[src/rtl/parallel_data_receiver.sv]
// Parallel data receiver: four-phase req/ack capture into a DEPTH-entry FIFO with a valid/rd_en read port.
// Optional even-parity checking on incoming words is enabled with `define PDR_PARITY_EN.
//
// state    | meaning
// ST_IDLE  | ack low, waiting for req with room in the FIFO
// ST_ACKED | word taken (or rejected on parity), ack high until req drops
module parallel_data_receiver #(
   parameter int WIDTH = 4,
   parameter int DEPTH = 4
) (
   input  logic                     clk,
   input  logic                     rst,
   input  logic                     req,
   input  logic [WIDTH-1:0]         data_in,
   output logic                     ack,
   input  logic                     rd_en,
   output logic [WIDTH-1:0]         data_out,
   output logic                     valid,
   output logic [$clog2(DEPTH):0]   count
`ifdef PDR_PARITY_EN
   ,
   input  logic                     parity_in,
   output logic                     parity_err
`endif
);

   localparam int PW = $clog2(DEPTH);
   localparam int CW = PW + 1;

   typedef enum logic {ST_IDLE, ST_ACKED} state_t;

   state_t            r_state;
   logic              r_ack;
   logic [PW-1:0]     r_wr_ptr;
   logic [PW-1:0]     r_rd_ptr;
   logic [CW-1:0]     r_count;
   logic [WIDTH-1:0]  r_mem [DEPTH];

   logic w_not_empty;
   logic w_room;
   logic w_accept;
   logic w_store;
   logic w_pop;

   assign w_not_empty = (r_count != '0);
   assign w_room      = (r_count < CW'(DEPTH));
   assign w_accept    = (r_state == ST_IDLE) && req && w_room;
   assign w_pop       = rd_en && w_not_empty;

`ifdef PDR_PARITY_EN
   logic r_parity_err;
   logic w_parity_ok;

   // even parity: parity_in makes the total XOR of data_in and parity_in zero
   assign w_parity_ok = (parity_in == ^data_in);
   assign w_store     = w_accept && w_parity_ok;
   assign parity_err  = r_parity_err;

   always_ff @(posedge clk) begin
      if (rst) begin
         r_parity_err <= 1'b0;
      end else if (w_accept && !w_parity_ok) begin
         r_parity_err <= 1'b1;
      end
   end
`else
   assign w_store = w_accept;
`endif

   always_ff @(posedge clk) begin
      if (rst) begin
         r_state  <= ST_IDLE;
         r_ack    <= 1'b0;
         r_wr_ptr <= '0;
         r_rd_ptr <= '0;
         r_count  <= '0;
      end else begin
         case (r_state)
            ST_IDLE: begin
               if (w_accept) begin
                  r_ack   <= 1'b1;
                  r_state <= ST_ACKED;
               end else begin
                  r_ack   <= 1'b0;
               end
            end
            ST_ACKED: begin
               if (!req) begin
                  r_ack   <= 1'b0;
                  r_state <= ST_IDLE;
               end
            end
            default: begin
               r_ack   <= 1'b0;
               r_state <= ST_IDLE;
            end
         endcase

         if (w_store) begin
            r_mem[r_wr_ptr] <= data_in;
            r_wr_ptr        <= r_wr_ptr + PW'(1);
         end
         if (w_pop) begin
            r_rd_ptr <= r_rd_ptr + PW'(1);
         end

         case ({w_store, w_pop})
            2'b10:   r_count <= r_count + CW'(1);
            2'b01:   r_count <= r_count - CW'(1);
            default: r_count <= r_count;
         endcase
      end
   end

   assign ack      = r_ack;
   assign valid    = w_not_empty;
   assign count    = r_count;
   assign data_out = w_not_empty ? r_mem[r_rd_ptr] : '0;

endmodule

[config.mk]
export PLATFORM = sky130hd
export DESIGN_NAME = parallel_data_receiver
export DESIGN_NICKNAME = d
export VERILOG_FILES = /design/src/rtl/parallel_data_receiver.sv
export SDC_FILE = /design/constraint.sdc
export NUM_CORES = 1
export LEC_CHECK = 0
export BUFFER_PORTS_ARGS = -buffer_cell sky130_fd_sc_hd__buf_2
export CAP_MARGIN = 20
export CORE_MARGIN = 4
export CORE_UTILIZATION = 40
export CTS_BUF_LIST = sky130_fd_sc_hd__clkbuf_4
export CTS_CLUSTER_SIZE = 14
export DETAILED_ROUTE_END_ITERATION = 6
export PLACE_DENSITY = 0.69
export SLEW_MARGIN = 20
export SYNTH_ARGS = -nofsm -noshare
export SYNTH_HDL_FRONTEND = slang
export SYNTH_SLANG_ARGS = --single-unit
[constraint.sdc]
create_clock -name clk -period 2.8 [get_ports clk]
set_input_delay 0 -clock clk [delete_from_list [all_inputs] [get_ports clk]]
set_output_delay 0 -clock clk [all_outputs]
set_load 0.01 [all_outputs]
Yosys cells after proc, flatten, opt, wreduce, memory -nomap -nowiden
Memory sizes are Yosys's and may differ from the RTL's. A register that Yosys moved wholly into a read port is not among the register bits.
Index checks and enable logic that the tools add are counted.
Word-level totals
  logic and storage cells: 31
  memories kept: 1
  latch bits: 0
  bits in registers: 9
  ROM bits: 0
  bits of input ports: 8
  output and inout port bits: 9
  RAM bits: 16
Memories
  r_mem: words 4, width 4, rd ports 1, clocked after Yosys merged registers in 1, wr ports 1, line 37  | logic [WIDTH-1:0] r_mem [DEPTH];
Operators by class
  $mul: 0
  shift operators: 0
  $add $sub $neg: 4
  magnitude comparators: 1
  equality and inequality tests: 3
  div/mod/pow operators: 0
  bitwise logic cells: 1
  reduce and logical (&&, ||, !) cells: 5
  mux-type cells: 11
Operators with widths (number)
  one-hot mux 3 bit (2 select lines): 1
  two-way mux 1 bit: 5
  adder 2 x 1 -> 2 bit (second input constant): 2
  two-way mux 2 bit: 2
  two-way mux 4 bit: 1
  one-hot mux 1 bit (2 select lines): 2
  adder 3 x 1 -> 3 bit (second input constant): 1
  logical AND 1 bit: 3
  less-than comparator 3 bit (second input constant): 1
  nonzero test 3 bit: 1
  subtractor 3 x 1 -> 3 bit (second input constant): 1
  equality test 2 x 1 -> 1 bit (second input constant): 1
  equality test 2 bit (second input constant): 1
  inequality test 2 bit (second input constant): 1
  nonzero test 2 bit: 1
  NOT 1 bit: 1

Logic depth before layout (Yosys ltp)
  depth in word-level cells: 6
  depth in mapped cells: 8
  gate-level depth less buffers: 8

Worst setup path before layout
Ideal clock, no wire load.
  kind: reg-to-reg
  start: register r_count[2], in the netlist count[2]
  end: register r_count[2], in the netlist count[2]
  cell stages (with the launch flop): 9
  data arrival time: 1795 ps
  library setup time: 71 ps
  period minus slack after synthesis: 1866 ps
  data required time: 2729 ps
  buffers on the path: 0
  slack: 934 ps
  cells stage by stage: dfxtp_1 o31ai_1 inv_1 ha_1 inv_1 fa_1 xor2_1 or3_1 a21oi_1
On the way
  longest elaborated chain between the ends: 4
  elaborated cells on any way between the ends: 10
  those cells by class: 2 x add/sub; 1 x order compare; 2 x eq/ne; 1 x mux; 4 x reduce/logical
Ends and longest elaborated chain
  from (decl): line 36  | logic [CW-1:0] r_count;
  from (signal assigned): line 108  | 2'b10: r_count <= r_count + CW'(1);
  from (signal assigned): line 109  | 2'b01: r_count <= r_count - CW'(1);
  from (signal assigned): line 110  | default: r_count <= r_count;
  nonzero test 3 bit (*): line 45  | assign w_not_empty = (r_count != '0);
  logical AND 1 bit (*): line 48  | assign w_pop = rd_en && w_not_empty;
  via w_pop: line 43  | logic w_pop;
  equality test 2 x 1 -> 1 bit or equality test 2 bit (tied branches): line 107  | case ({w_store, w_pop})
  one-hot mux 3 bit (2 select lines) or nonzero test 2 bit (tied branches)
Mark *: on every way through the listed nets, which the timed path passes. The rest lies on a longest branch.
A chain may end at the register's enable or synchronous reset.

Worst setup path after layout
Ends and elaborated chain as after synthesis.

==> reports/qor.yml <==
ys_types: 24
die_y_um: 61.2
syn_area_um2: 1130
reg2reg_from: "count[2]"
slew_headroom_pct: 74.7
grt_pass1_vias: 655
grt_pass1_wl_um: 2870
finalNetCount: 122
fin_area_um2: 1350
die-area_um2: 3750
drtIter0Drc: 6
yosys.area.top_type: "edfxtp_1"
arrival_ns: 2.21
startpoint: "count[2]"
avgViaCountPerCell: 4.89
track_usage_pct: 10.9
place_inst: 128
ant_nets: 0
synth.area.top_cells: "edfxtp_1 (42%), dfxtp_1 (19%), mux4_2 (8.0%)"
die_w_um: 61.2
rsz0062_at_grt: "no"
stdcell_count: 138
finalHoldViolCount: 0
drv_cap: 0
pin_count: 17
seq_area_um2: 701
fillers: 263
synth_commonest_cells: "edfxtp_1 (16), dfxtp_1 (11), inv_1 (8), nor2_1 (7), ha_1 (5)"
clock_latency_ns: 0.31
synth_edf_count: 16
ys.flop_type: "edfxtp_1"
synth-async-reset-ratio_pct: 0
multi_input_area_um2: 398
clk_pin_slew_ns: 0.14
max_freq_mhz: 512
p_per_area_nw_per_um2: 806
globalplace.congestion: 0.761
tightest_slew_ns: 0.378
cts_buffers: 3
io_buffers: 16
critPathCaptureType: "register"
cp_max_fo: 8
dr.pass1.iters: 2
dpl_worst_slack_ns: 0.871
routedWlPerCell_um: 12.4
core_region_area_um2: 2730
p_leak_nw: 0.526
min_from: "rd_en"
cts_resized: 0
yosys_warnings: 0
cts_tree: "done"
drc: 0
layout-drive-gt1-share_pct: 25.2
diodes: 0
cts-root-buf: "clkbuf_4"
finalWorstSetupSlack_ns: 0.847
setup_viol: 0
placed_area_um2: 1250
cts_hold_buf: 6
drv_slew: 0
synth_cells: 81
synth-seq-cells: 27
finalClockSkew_ns: 0.00138
peakVddDrop_mv: 0.395
postCtsSetupBuffers: 0
synth_top_area_share_pct: 42.4
synthesis.nets: 95
run_status: "finished clean"
timing.final.crit_share_pct: 69.8
clockBufferDepth: 2
postSynthAreaPerCell_um2: 14.0
clkSinkCount: 27
htreeDepth: 1
initial_core_util_pct: 41.4
grt_max_degree: 17
finalWirelength_um: 1710
startpoint_type: "register"
setup_tns_ns: 0
vias: 675
core.rowCount: 19
critPathRequiredTime_ns: 3.06
crit_type: "register to register"
overflow: 0
synth_most_common_cell: "edfxtp_1"
area_growth_syn_to_layout_pct: 18.8
finalCriticalPeriod_ns: 1.95
ys_seq_area_share_pct: 61.9
antenna_found_initial: 0
min_path_type: "primary input to register"
place_hpwl_um: 1280
rrSetupSlack_ns: 0.85
-- worst max-delay path, cell delays in order (launching register included) --
cell	delay, ns
dfxtp_1	0.50
o31ai_1	0.13
inv_1	0.07
ha_1	0.17
inv_1	0.06
fa_1	0.37
xor2_1	0.16
or3_1	0.30
a21oi_1	0.14
-- registers in the layout, summed over array words and instances, names as in the netlist, named ones only --
name and cells:
r_state 1, r_mem 16, ack 1, count 3, r_rd_ptr 2, r_wr_ptr 2
-- cells in the final DEF, fill, tap and decap left out, types with 2 or more instances in the layout --
cell type and n:
clkbuf_4 3, o21ai_0 2, mux4_2 4, and2_1 4, or3_1 2, edfxtp_1 16, inv_1 8, a21oi_1 3
dfxtp_1 11, ha_1 5, buf_2 16, nor2_1 7, xor2_1 3, nor2b_1 4, dlygate4sd3_1 6
-- power by group --
| group | total (mW) | internal [mW] | switching (mW) |
|---|---|---|---|
| clock network | 0.164 | 0.0545 | 0.110 |
| logic | 0.382 | 0.195 | 0.187 |
| registers | 0.537 | 0.476 | 0.0616 |
| total | 1.08 | 0.725 | 0.359 |
-- cell type report --
class,instances,share of cell area [%]
clock buffer,3,1.67
clock inverter,1,0.558
inverter,8,2.23
multi-input combinational,45,29.6
sequential,27,52.1
tap,31,2.88
timing repair buffer,23,11.0
-- stage by stage --
stage          total power, mW  utilization, %  hold WS [ns]
6_report                  1.08            49.2        0.0539
5_1_grt                   1.19            49.2        0.0630
4_1_cts                   1.11            49.2        0.0488
3_5_place_dp             0.935            45.9         0.218
2_1_floorplan            0.796               -        0.0989
3_3_place_gp             0.923            45.9         0.211
-- routing by layer --
metal / track usage (%) / vias up / wire [µm]
li1: - / 336 / -
met1: 12.8 / 326 / 721
met2: 18.4 / 9 / 911
met3: 2.52 / 4 / 50
met4: 5.57 / 0 / 27
met5: 0 / - / 0
-- final timing paths --
| check | cells past startpoint | to |
|---|---|---|
| worst max-delay path | 8 | count[2] |
| worst min-delay path | 4 | r_rd_ptr[1] |
| worst max register to register | 8 | count[2] |
| worst min register to register | 1 | ack |
-- kinds of logic (layout without fill, tap and decap cells) --
family          count (synthesis)  count (layout)  synth area share, %
flops                          27              27                 61.9
buf+inv                         9              35                 2.98
xor+xnor                        4               4                 3.09
simple gates                   23              23                 12.4
compound gates                  7               7                 3.54
fa+ha+maj                       6               6                 7.29
mux                             5               5                 8.84
Power figures use the tool's default switching activity.
